===== config.mk =====
export PLATFORM = sky130hd
export DESIGN_NAME = apb_uart_core
export DESIGN_NICKNAME = d
export VERILOG_FILES = /design/src/rtl/uart_pkg.sv /design/src/rtl/uart_fifo.sv /design/src/rtl/apb_uart_core.sv
export SDC_FILE = /design/constraint.sdc
export NUM_CORES = 1
export LEC_CHECK = 0
export ABC_CLOCK_PERIOD_IN_PS = 3130
export CAP_MARGIN = 20
export CORE_ASPECT_RATIO = 0.5
export CORE_MARGIN = 10
export CORE_UTILIZATION = 25
export CTS_BUF_LIST = sky130_fd_sc_hd__clkbuf_8
export DETAILED_ROUTE_END_ITERATION = 16
export HOLD_SLACK_MARGIN = 0.02
export SLEW_MARGIN = 20
export SYNTH_ARGS = -nofsm -noshare
export SYNTH_HDL_FRONTEND = slang
export SYNTH_SLANG_ARGS = --single-unit

===== constraint.sdc =====
create_clock -name clk -period 3.13 [get_ports clk]
set_input_delay 0.4695 -clock clk [delete_from_list [all_inputs] [get_ports clk]]
set_output_delay 0.4695 -clock clk [all_outputs]
set_load 0.01 [all_outputs]

===== src/rtl/uart_pkg.sv =====
// rtl/uart_pkg.sv - Shared UART register offsets, bit indices, FSM state types and timing constants.
package uart_pkg;

  localparam logic [3:0] OFF_DATA   = 4'h0;
  localparam logic [3:0] OFF_STATUS = 4'h4;
  localparam logic [3:0] OFF_CTRL   = 4'h8;
  localparam logic [3:0] OFF_DIV    = 4'hC;

  localparam int ST_TX_FULL    = 0;
  localparam int ST_TX_EMPTY   = 1;
  localparam int ST_RX_FULL    = 2;
  localparam int ST_RX_EMPTY   = 3;
  localparam int ST_OVERRUN    = 4;
  localparam int ST_FRAME_ERR  = 5;
  localparam int ST_PARITY_ERR = 6;

  localparam int CTRL_TX_EN  = 0;
  localparam int CTRL_RX_EN  = 1;
  localparam int CTRL_TXE_IE = 2;
  localparam int CTRL_RXA_IE = 3;
  localparam int CTRL_ODD    = 4;

  localparam int OVERSAMPLE = 16;
  localparam int MID_BIT    = 8;

  typedef enum logic [2:0] {
    TX_IDLE,
    TX_START,
    TX_DATA,
`ifdef UART_PARITY_EN
    TX_PARITY,
`endif
    TX_STOP
  } tx_state_t;

  typedef enum logic [2:0] {
    RX_IDLE,
    RX_START,
    RX_DATA,
`ifdef UART_PARITY_EN
    RX_PARITY,
`endif
    RX_STOP
  } rx_state_t;

endpackage


===== src/rtl/uart_fifo.sv =====
// rtl/uart_fifo.sv - Synchronous FIFO with count-based full/empty and read-data at the head.
module uart_fifo #(
  parameter int WIDTH = 8,
  parameter int DEPTH = 16
) (
  input  logic             clk,
  input  logic             resetn,
  input  logic             i_push,
  input  logic             i_pop,
  input  logic [WIDTH-1:0] i_data,
  output logic             o_full,
  output logic             o_empty,
  output logic [WIDTH-1:0] o_data
);

  localparam int AW = (DEPTH > 1) ? $clog2(DEPTH) : 1;
  localparam logic [AW:0] FULL_CNT = (AW + 1)'(DEPTH);

  logic [WIDTH-1:0] r_mem [DEPTH];
  logic [AW-1:0]    r_wr_ptr;
  logic [AW-1:0]    r_rd_ptr;
  logic [AW:0]      r_count;
  logic             w_do_push;
  logic             w_do_pop;

  assign o_full    = (r_count == FULL_CNT);
  assign o_empty   = (r_count == '0);
  assign o_data    = r_mem[r_rd_ptr];
  // A full FIFO still accepts a push when the same edge frees a slot.
  assign w_do_pop  = i_pop & ~o_empty;
  assign w_do_push = i_push & (~o_full | w_do_pop);

  always_ff @(posedge clk) begin
    if (w_do_push) begin
      r_mem[r_wr_ptr] <= i_data;
    end
  end

  always_ff @(posedge clk) begin
    if (!resetn) begin
      r_wr_ptr <= '0;
      r_rd_ptr <= '0;
      r_count  <= '0;
    end else begin
      if (w_do_push) begin
        r_wr_ptr <= r_wr_ptr + 1'b1;
      end
      if (w_do_pop) begin
        r_rd_ptr <= r_rd_ptr + 1'b1;
      end
      case ({w_do_push, w_do_pop})
        2'b10:   r_count <= r_count + 1'b1;
        2'b01:   r_count <= r_count - 1'b1;
        default: r_count <= r_count;
      endcase
    end
  end

endmodule


===== src/rtl/apb_uart_core.sv =====
// rtl/apb_uart_core.sv - APB UART core: register file, baud generator, TX/RX FSMs and IRQ.
// Define UART_PARITY_EN to add a parity bit to every frame.
module apb_uart_core
  import uart_pkg::*;
#(
  parameter int DATA_BITS  = 8,
  parameter int FIFO_DEPTH = 16,
  parameter int ADDR_W     = 32
) (
  input  logic              clk,
  input  logic              Presetn,
  input  logic [ADDR_W-1:0] Paddr,
  input  logic              Psel,
  input  logic              Penable,
  input  logic              Pwrite,
  input  logic [31:0]       Pwdata,
  output logic [31:0]       Prdata,
  output logic              Pready,
  output logic              Pslverr,
  output logic              IRQ,
  output logic              TXD,
  input  logic              RXD,
  output logic              baud_o
);

`ifdef UART_PARITY_EN
  localparam logic [4:0] CTRL_WMASK = 5'h1F;
`else
  localparam logic [4:0] CTRL_WMASK = 5'h0F;
`endif
  localparam logic [2:0] LAST_BIT = 3'(DATA_BITS - 1);
  localparam logic [3:0] TICK_END = 4'(OVERSAMPLE - 1);
  localparam logic [3:0] TICK_MID = 4'(MID_BIT - 1);

  logic [4:0]           r_ctrl;
  logic [15:0]          r_div;
  logic [15:0]          r_baud_cnt;
  logic                 r_baud;
  logic                 r_overrun;
  logic                 r_frame_err;
  logic                 r_parity_err;
  logic                 r_irq;

  tx_state_t            r_tx_state;
  logic [3:0]           r_tx_tick;
  logic [2:0]           r_tx_bit;
  logic [DATA_BITS-1:0] r_tx_shift;
  logic                 r_tx_par;
  logic                 r_txd;

  rx_state_t            r_rx_state;
  logic [3:0]           r_rx_tick;
  logic [2:0]           r_rx_bit;
  logic [DATA_BITS-1:0] r_rx_shift;
  logic                 r_rxd_s1;
  logic                 r_rxd_s2;

  logic                 w_access, w_wr, w_rd, w_status_rd;
  logic [3:0]           w_off;
  logic [6:0]           w_status;
  logic                 w_tx_full, w_tx_empty, w_tx_push, w_tx_pop;
  logic                 w_rx_full, w_rx_empty, w_rx_push, w_rx_pop;
  logic [DATA_BITS-1:0] w_tx_data, w_rx_data;
  logic                 w_tx_bit_end, w_rx_bit_end, w_rx_mid, w_rx_stop_end;
  logic                 w_ovr_evt, w_frame_evt, w_par_evt;
  logic                 w_unused_bits;

  assign w_access    = Psel & Penable;
  assign w_wr        = w_access & Pwrite;
  assign w_rd        = w_access & ~Pwrite;
  assign w_off       = {Paddr[3:2], 2'b00};
  assign w_status_rd = w_rd & (w_off == OFF_STATUS);

  assign w_tx_push = w_wr & (w_off == OFF_DATA) & ~w_tx_full;
  assign w_rx_pop  = w_rd & (w_off == OFF_DATA) & ~w_rx_empty;
  assign w_tx_pop  = r_baud & (r_tx_state == TX_IDLE) & r_ctrl[CTRL_TX_EN] & ~w_tx_empty;

  always_comb begin
    w_status                = '0;
    w_status[ST_TX_FULL]    = w_tx_full;
    w_status[ST_TX_EMPTY]   = w_tx_empty;
    w_status[ST_RX_FULL]    = w_rx_full;
    w_status[ST_RX_EMPTY]   = w_rx_empty;
    w_status[ST_OVERRUN]    = r_overrun;
    w_status[ST_FRAME_ERR]  = r_frame_err;
    w_status[ST_PARITY_ERR] = r_parity_err;
  end

  always_comb begin
    Prdata = 32'd0;
    if (w_rd) begin
      case (w_off)
        OFF_DATA:   if (!w_rx_empty) Prdata = 32'(w_rx_data);
        OFF_STATUS: Prdata = 32'(w_status);
        OFF_CTRL:   Prdata = 32'(r_ctrl);
        OFF_DIV:    Prdata = 32'(r_div);
        default:    Prdata = 32'd0;
      endcase
    end
  end

  assign Pslverr = w_wr & (((w_off == OFF_DATA) & w_tx_full) | (w_off == OFF_STATUS));
  assign Pready  = 1'b1;
  assign IRQ     = r_irq;
  assign TXD     = r_txd;
  assign baud_o  = r_baud;

  always_ff @(posedge clk) begin
    if (!Presetn) begin
      r_ctrl <= '0;
      r_div  <= '0;
    end else if (w_wr) begin
      if (w_off == OFF_CTRL) r_ctrl <= Pwdata[4:0] & CTRL_WMASK;
      if (w_off == OFF_DIV)  r_div  <= Pwdata[15:0];
    end
  end

  // A DIV write restarts the period so the new rate applies immediately.
  always_ff @(posedge clk) begin
    if (!Presetn) begin
      r_baud_cnt <= '0;
      r_baud     <= 1'b0;
    end else if (w_wr && (w_off == OFF_DIV)) begin
      r_baud_cnt <= '0;
      r_baud     <= 1'b0;
    end else if (r_baud_cnt == r_div) begin
      r_baud_cnt <= '0;
      r_baud     <= 1'b1;
    end else begin
      r_baud_cnt <= r_baud_cnt + 16'd1;
      r_baud     <= 1'b0;
    end
  end

  assign w_tx_bit_end = (r_tx_tick == TICK_END);

  always_ff @(posedge clk) begin
    if (!Presetn) begin
      r_tx_state <= TX_IDLE;
      r_tx_tick  <= '0;
      r_tx_bit   <= '0;
      r_tx_shift <= '0;
      r_tx_par   <= 1'b0;
      r_txd      <= 1'b1;
    end else if (r_baud) begin
      r_tx_tick <= r_tx_tick + 4'd1;
      case (r_tx_state)
        TX_IDLE: begin
          r_tx_tick <= '0;
          if (w_tx_pop) begin
            r_tx_state <= TX_START;
            r_tx_shift <= w_tx_data;
            r_tx_par   <= (^w_tx_data) ^ r_ctrl[CTRL_ODD];
            r_txd      <= 1'b0;
          end
        end
        TX_START: if (w_tx_bit_end) begin
          r_tx_state <= TX_DATA;
          r_tx_bit   <= '0;
          r_txd      <= r_tx_shift[0];
        end
        TX_DATA: if (w_tx_bit_end) begin
          if (r_tx_bit == LAST_BIT) begin
`ifdef UART_PARITY_EN
            r_tx_state <= TX_PARITY;
            r_txd      <= r_tx_par;
`else
            r_tx_state <= TX_STOP;
            r_txd      <= 1'b1;
`endif
          end else begin
            r_tx_bit   <= r_tx_bit + 3'd1;
            r_tx_shift <= r_tx_shift >> 1;
            r_txd      <= r_tx_shift[1];
          end
        end
`ifdef UART_PARITY_EN
        TX_PARITY: if (w_tx_bit_end) begin
          r_tx_state <= TX_STOP;
          r_txd      <= 1'b1;
        end
`endif
        TX_STOP: if (w_tx_bit_end) begin
          r_tx_state <= TX_IDLE;
        end
        default: begin
          r_tx_state <= TX_IDLE;
          r_txd      <= 1'b1;
        end
      endcase
    end
  end

  assign w_rx_bit_end  = (r_rx_tick == TICK_END);
  assign w_rx_mid      = (r_rx_tick == TICK_MID);
  assign w_rx_stop_end = r_baud & (r_rx_state == RX_STOP) & w_rx_bit_end;
  assign w_rx_push     = w_rx_stop_end & r_rxd_s2 & ~w_rx_full;
  assign w_ovr_evt     = w_rx_stop_end & r_rxd_s2 & w_rx_full;
  assign w_frame_evt   = w_rx_stop_end & ~r_rxd_s2;
`ifdef UART_PARITY_EN
  assign w_par_evt     = r_baud & (r_rx_state == RX_PARITY) & w_rx_bit_end &
                         (r_rxd_s2 != ((^r_rx_shift) ^ r_ctrl[CTRL_ODD]));
  assign w_unused_bits = ^{Paddr[ADDR_W-1:4], Paddr[1:0], Pwdata[31:16]};
`else
  assign w_par_evt     = 1'b0;
  assign w_unused_bits = ^{Paddr[ADDR_W-1:4], Paddr[1:0], Pwdata[31:16], r_tx_par};
`endif

  always_ff @(posedge clk) begin
    if (!Presetn) begin
      r_rxd_s1   <= 1'b1;
      r_rxd_s2   <= 1'b1;
      r_rx_state <= RX_IDLE;
      r_rx_tick  <= '0;
      r_rx_bit   <= '0;
      r_rx_shift <= '0;
    end else begin
      r_rxd_s1 <= RXD;
      r_rxd_s2 <= r_rxd_s1;
      if (r_baud) begin
        r_rx_tick <= r_rx_tick + 4'd1;
        case (r_rx_state)
          RX_IDLE: begin
            r_rx_tick <= '0;
            if (r_ctrl[CTRL_RX_EN] && !r_rxd_s2) r_rx_state <= RX_START;
          end
          // Half a bit later the line must still be low, otherwise it was a glitch.
          RX_START: if (w_rx_mid) begin
            r_rx_tick  <= '0;
            r_rx_bit   <= '0;
            r_rx_state <= r_rxd_s2 ? RX_IDLE : RX_DATA;
          end
          RX_DATA: if (w_rx_bit_end) begin
            r_rx_shift <= {r_rxd_s2, r_rx_shift[DATA_BITS-1:1]};
            r_rx_bit   <= r_rx_bit + 3'd1;
            if (r_rx_bit == LAST_BIT) begin
`ifdef UART_PARITY_EN
              r_rx_state <= RX_PARITY;
`else
              r_rx_state <= RX_STOP;
`endif
            end
          end
`ifdef UART_PARITY_EN
          RX_PARITY: if (w_rx_bit_end) r_rx_state <= RX_STOP;
`endif
          RX_STOP: if (w_rx_bit_end) r_rx_state <= RX_IDLE;
          default: r_rx_state <= RX_IDLE;
        endcase
      end
    end
  end

  // STATUS reads clear the sticky bits; an event on the same edge wins.
  always_ff @(posedge clk) begin
    if (!Presetn) begin
      r_overrun    <= 1'b0;
      r_frame_err  <= 1'b0;
      r_parity_err <= 1'b0;
      r_irq        <= 1'b0;
    end else begin
      r_overrun    <= (r_overrun    & ~w_status_rd) | w_ovr_evt;
      r_frame_err  <= (r_frame_err  & ~w_status_rd) | w_frame_evt;
      r_parity_err <= (r_parity_err & ~w_status_rd) | w_par_evt;
      r_irq        <= (r_ctrl[CTRL_TXE_IE] & w_tx_empty) | (r_ctrl[CTRL_RXA_IE] & ~w_rx_empty) |
                      r_overrun | r_frame_err;
    end
  end

  uart_fifo #(
    .WIDTH(DATA_BITS),
    .DEPTH(FIFO_DEPTH)
  ) u_tx_fifo (
    .clk    (clk),
    .resetn (Presetn),
    .i_push (w_tx_push),
    .i_pop  (w_tx_pop),
    .i_data (Pwdata[DATA_BITS-1:0]),
    .o_full (w_tx_full),
    .o_empty(w_tx_empty),
    .o_data (w_tx_data)
  );

  uart_fifo #(
    .WIDTH(DATA_BITS),
    .DEPTH(FIFO_DEPTH)
  ) u_rx_fifo (
    .clk    (clk),
    .resetn (Presetn),
    .i_push (w_rx_push),
    .i_pop  (w_rx_pop),
    .i_data (r_rx_shift),
    .o_full (w_rx_full),
    .o_empty(w_rx_empty),
    .o_data (w_rx_data)
  );

endmodule


Word level (Yosys, flattened, before mapping)
Memory sizes are Yosys's and may differ from the RTL's. A register that Yosys moved wholly into a read port is not among the register bits.
Cells that the tools add are included.
{"block": "op_classes", "n_addsub": 13, "n_eq_ne": 32, "n_bitwise": 45, "n_reduce_logical": 24, "muxes": 45}
{"operator": "$pmux W32 S4", "n": 1}
{"operator": "$mux W3", "n": 14}
{"operator": "$mux W32", "n": 1}
{"operator": "$mux W8", "n": 4}
{"operator": "$and A1 B1 Y1", "n": 28}
{"operator": "$add A4 B1 Y4 const B", "n": 6}
{"operator": "$mux W4", "n": 6}
{"operator": "$pmux W3 S4", "n": 2}
{"operator": "$ne A2 B2 Y1 const B", "n": 10}
{"operator": "$pmux W5 S2", "n": 2}
{"operator": "$add A16 B1 Y16 const B", "n": 1}
{"operator": "$eq A16 B16 Y1", "n": 1}
{"operator": "$pmux W8 S2", "n": 1}
{"operator": "$reduce_and A5 Y1", "n": 3}
{"operator": "$eq A3 B2 Y1 const B", "n": 4}
{"operator": "$pmux W3 S2", "n": 2}
{"operator": "$reduce_and A6 Y1", "n": 2}
{"operator": "$add A5 B1 Y5 const B", "n": 2}
{"operator": "$eq A5 B5 Y1 const B", "n": 2}
{"operator": "$logic_not A5 Y1", "n": 2}
{"operator": "$reduce_bool A2 Y1", "n": 5}
{"operator": "$sub A5 B1 Y5 const B", "n": 2}
{"operator": "$mux W1", "n": 9}
{"operator": "$not A1 Y1", "n": 9}
{"operator": "21 further kinds", "n": 40}
{"block": "totals", "in_bits": 70, "ff_bits": 106, "mem_bits_rw": 256, "mem_count": 2}
{"name": "u_rx_fifo.r_mem", "words": 16, "word_bits": 8, "read_ports": 1, "rd_clocked_by_memory_dff": 1, "write_ports": 1, "line": "uart_fifo.sv:19", "source": "logic [WIDTH-1:0] r_mem [DEPTH];"}
{"name": "u_tx_fifo.r_mem", "words": 16, "word_bits": 8, "read_ports": 1, "rd_clocked_by_memory_dff": 1, "write_ports": 1, "line": "uart_fifo.sv:19"}

Depth between registers and ports, before layout
{"block": "depth", "word_depth": 9, "ltp_mapped": 14, "depth_no_buf": 12}

Modules after synthesis
From an unflattened synthesis, not the netlist that was laid out.
{"block": "unflattened", "hier_cells": 1102, "hier_area_um2": 15767.6}
{"module": "uart_fifo (u_rx_fifo)", "cells_each": 322, "area_each_um2": 5884.4, "instances": 1}
{"module": "uart_fifo (u_tx_fifo)", "cells_each": 313, "area_each_um2": 5804.3, "instances": 1}
{"module": "apb_uart_core", "cells_each": 467, "area_each_um2": 4078.9, "instances": 1}

Worst setup path before layout
OpenSTA, ideal clock, no wires.
{"block": "synth_timing", "kind": "reg2reg", "start": "register r_rx_tick[0]", "end": "register u_rx_fifo.r_count[4]", "path_buffers": 1, "setup_ps": 72, "path_stages_with_launch": 14, "slack_ps": 127, "required_time_ps": 3058, "t_arrival_ps": 2932, "period_less_slack_ps": 3003, "cell_sequence": "dfxtp_1 > ha_1 > nand4_1 > a2111oi_4 > inv_1 > ha_1 > clkbuf_1 > xor2_1 > ha_1 > a211o_1 > nand2_1 > nand3b_1 > a31oi_1 > mux2i_1"}
{"block": "synth_between", "elab_chain_len": 7, "word_cells_on_any_way": 9}
{"element": "from (decl)", "line": "apb_uart_core.sv:52", "source": "logic [3:0] r_rx_tick;"}
{"element": "from (signal assigned)", "line": "apb_uart_core.sv:221", "source": "r_rx_tick <= r_rx_tick + 4'd1;"}
{"element": "$eq A4 B4 Y1 (*)", "line": "apb_uart_core.sv:194", "source": "assign w_rx_bit_end = (r_rx_tick == TICK_END);"}
{"element": "$and A1 B1 Y1 (*)", "line": "apb_uart_core.sv:196", "source": "assign w_rx_stop_end = r_baud & (r_rx_state == RX_STOP) & w_rx_bit_end;"}
{"element": "$and A1 B1 Y1 (*) (2 in a row)", "line": "apb_uart_core.sv:197", "source": "assign w_rx_push = w_rx_stop_end & r_rxd_s2 & ~w_rx_full;"}
{"element": "$and A1 B1 Y1 (*)", "line": "uart_fifo.sv:31", "source": "assign w_do_push = i_push & (~o_full | w_do_pop);"}
{"element": "$eq A2 B1 Y1 or $eq A2 B2 Y1 (tied branches)", "line": "uart_fifo.sv:51", "source": "case ({w_do_push, w_do_pop})"}
{"element": "$pmux W5 S2 or $reduce_bool A2 Y1 (tied branches)"}
{"element": "to (signal assigned)", "line": "uart_fifo.sv:52", "source": "2'b10: r_count <= r_count + 1'b1;"}
{"element": "to (signal assigned)", "line": "uart_fifo.sv:53", "source": "2'b01: r_count <= r_count - 1'b1;"}
{"element": "to (signal assigned)", "line": "uart_fifo.sv:54", "source": "default: r_count <= r_count;"}
{"element": "to (decl)", "line": "uart_fifo.sv:22", "source": "logic [AW:0] r_count;"}
Every way passes the cells marked *; elsewhere a longest branch is shown, timed or not.
A chain may end at the register's enable or synchronous reset.

==> impl_metrics.json <==
{
  "status": "finished, final reports clean",
  "ys_seq_area_frac": 0.635,
  "crit_family": "multiplexers",
  "start_kind": "flip-flop",
  "cts_tree": "done",
  "vias": 9110,
  "antenna_cells": 0,
  "track_usage": 0.0899,
  "synthCells": 1108,
  "hold_buffers": 0,
  "drv_slew": 0,
  "layout.nets": 1330,
  "p_leak_nw": 6.36,
  "max_freq_mhz": 328,
  "slew_headroom": 0.390,
  "wl_per_cell_um": 16.0,
  "wirelength_mm": 33.7,
  "grt_max_degree": 96,
  "place_congestion": 0.773,
  "maxCapViolCount": 0,
  "detailedPlace.worstSlack_ps": -4.68,
  "yosysWarningCount": 0,
  "cts.sinks": 368,
  "grt_pass1_vias": 9407,
  "fin_ws_ps": 85.0,
  "cts-root-buf": "clkbuf_8",
  "synth_edf_count": 256,
  "place_area_um2": 17300,
  "row_count": 64,
  "syn_area_per_cell_um2": 14.1,
  "initial_utilization": 0.254,
  "hold_viol": 0,
  "worstMarginPinSlew_ps": 915,
  "synth.area.mux_share": 0.119,
  "ir_drop_v": 0.000276,
  "die_height_um": 197,
  "setup_violations": 0,
  "fin_area_um2": 18600,
  "post-route-period-util": 0.973,
  "grt-ovfl-total": 0,
  "rsz0062_at_grt": "yes",
  "antenna_found_initial": 1,
  "placedCellCount": 1984,
  "final_common_cell": "edfxtp_1",
  "htree_levels": 2,
  "drc": 0,
  "via_per_inst": 4.33,
  "drt_iter0_markers": 548,
  "crit_chain": "buf_12 -> buf_6 -> buf_4 -> mux4_2 -> a211oi_4 -> a21oi_2 -> a22o_1 -> buf_2",
  "synthAdderAreaFrac": 0.0224,
  "num_io_pins": 107,
  "coreArea_um2": 61500,
  "layout-drive-gt1-share": 0.201,
  "critPathBufInv": 4,
  "synth_top_family_by_area": "multiplexers",
  "ys_types": 60,
  "die_x_um": 374,
  "pwr_density_cell_nw_per_um2": 487,
  "area_growth_pct": 19.3,
  "min_period_ps": 3050,
  "ys_seq_elements": 368,
  "cts_buffer_depth": 3,
  "layout.cells.non_filler": 2105,
  "dp_hpwl_mm": 21.4,
  "crit_required_ps": 2660,
  "final_cell_mix": "edfxtp_1, dfxtp_1, nand2_1",
  "critPathMaxFanout": 5,
  "ys.flop_type": "edfxtp_1",
  "grt_pass1_wl_mm": 53.4,
  "end_kind": "primary output",
  "hp-class": "flip-flop to flip-flop",
  "worstSetupPathType": "flip-flop to primary output",
  "dieArea_um2": 73500,
  "netlist_area_um2": 15600,
  "yosys.area_share.simple": 0.0985,
  "cts_buffers": 57,
  "port_buffers": 43,
  "synth_compound_area_frac": 0.0684,
  "crit_arrival_ps": 2580,
  "clock_skew_ps": 34.7,
  "slowest_stage": "mux4_2",
  "p_total_mw": 9.08,
  "ant_nets": 0,
  "clkTransAtPathRegs_ps": 60,
  "async_flop_share": 0,
  "synth_xor_area_frac": 0.0275,
  "insertion_delay_ps": 620,
  "finalSetupTns_ps": 0,
  "slowest_delay_ps": 530,
  "drtPass1Iterations": 4
}
[worst reg2reg max path, stage by stage, from the launching register on]
cell	delay, ps
dfxtp_1	370
ha_2	230
nand4_1	200
a2111oi_4	300
inv_1	160
ha_1	230
buf_4	170
ha_1	330
nor3b_1	180
o21ai_0	110
a31oi_1	230
mux2i_1	200
[state kept, by name, indices dropped and copies added, names as in the netlist, 3 cells and up, named ones only]
name                count
u_tx_fifo.r_wr_ptr      4
r_baud_cnt             16
r_tx_shift              8
r_div                  16
u_rx_fifo.r_wr_ptr      4
r_rx_bit                3
u_tx_fifo.r_rd_ptr      4
r_tx_tick               4
r_tx_bit                3
u_rx_fifo.r_mem       128
r_ctrl                  4
u_rx_fifo.r_count       5
u_rx_fifo.r_rd_ptr      4
r_rx_shift              8
r_rx_tick               4
u_tx_fifo.r_count       5
u_tx_fifo.r_mem       128
[metrics by stage]
stage / hold slack [ps] / util
CTS: 378 / 0.302
global route: 408 / 0.303
finish: 380 / 0.303
detailed placement: 409 / 0.282
floorplan: 386 / -
global placement: 403 / 0.282
[synthesized netlist by cell type, types with 3 or more instances]
cell type / instances / area share
nand3b_1: 6 / 0.0029
nand3_1: 18 / 0.0058
mux4_2: 62 / 0.089
buf_2: 10 / 0.0032
xnor2_1: 15 / 0.0084
o21ai_0: 26 / 0.0083
nor2b_1: 37 / 0.015
a21boi_0: 29 / 0.014
buf_1: 6 / 0.0014
edfxtp_1: 256 / 0.49
nor2_1: 66 / 0.016
nand2b_1: 12 / 0.0048
nand4_1: 11 / 0.0044
mux2_2: 9 / 0.0065
a21o_1: 3 / 0.0014
and2_1: 26 / 0.010
inv_1: 18 / 0.0043
clkbuf_1: 34 / 0.0082
a31oi_1: 9 / 0.0036
or2_2: 3 / 0.0012
nor4_1: 4 / 0.0016
nor3_1: 14 / 0.0045
nand2_1: 86 / 0.021
buf_4: 23 / 0.011
a32oi_1: 3 / 0.0017
a21oi_1: 44 / 0.014
a22oi_1: 18 / 0.0086
mux2i_1: 36 / 0.023
and3_1: 4 / 0.0016
ha_1: 28 / 0.022
nor3b_1: 4 / 0.0019
xor2_1: 34 / 0.019
dfxtp_1: 112 / 0.14
o22ai_1: 7 / 0.0028
o21a_1: 3 / 0.0014
[power by group]
part	leakage [nW]	internal, mW	switching, mW
sequential	3.24	5.18	0.0113
clock	0.651	1.84	1.83
combinational	2.47	0.0787	0.140
total	6.36	7.10	1.98
[final timing paths]
check             cells past startpoint                 startpoint  slack, ps                           endpoint
setup reg to reg                     11  r_rx_tick[0]$_SDFFE_PN0P_        360  u_rx_fifo.r_count[4]$_SDFFE_PN0P_
hold / removal                        1        r_rxd_s1$_SDFF_PN1_        380                r_rxd_s2$_SDFF_PN1_
hold reg to reg                       1        r_rxd_s1$_SDFF_PN1_        380                r_rxd_s2$_SDFF_PN1_
setup / recovery                      8                  flip-flop         80                          Prdata[7]
[final cells by class]
cell class / instances / area, um^2
tap: 825 / 1030
inverter: 20 / 75.1
multi-input combinational: 662 / 5390
sequential: 368 / 9940
fill: 6127 / 42900
clock inverter: 44 / 186
timing repair buffer: 123 / 1150
clock buffer: 63 / 867
[cells by family after synthesis]
kind of cell,count (synthesis)
buffers and inverters,93
DFF,368
AOI/OAI and AO/OA,158
and+or+nand+nor,303
adders and majority gates,28
muxes,107
other,2
xor gates and xnor gates,49
[per-layer routing]
layer / wire, um / vias to the layer above / GRT usage
met4: 794 / 0 / 0.0293
met3: 1590 / 60 / 0.0185
met1: 15000 / 4542 / 0.115
met5: 0 / - / 0
met2: 16300 / 163 / 0.152
li1: - / 4345 / -
[repair_timing]
action                                  in CTS  in global routing
gates cloned                                 2                  1
endpoints found under the setup margin       8                 15
buffers inserted                             6                  5
pin swaps                                    3                  6
resized for setup                           47                 12
(Power assumes the default switching activity.)
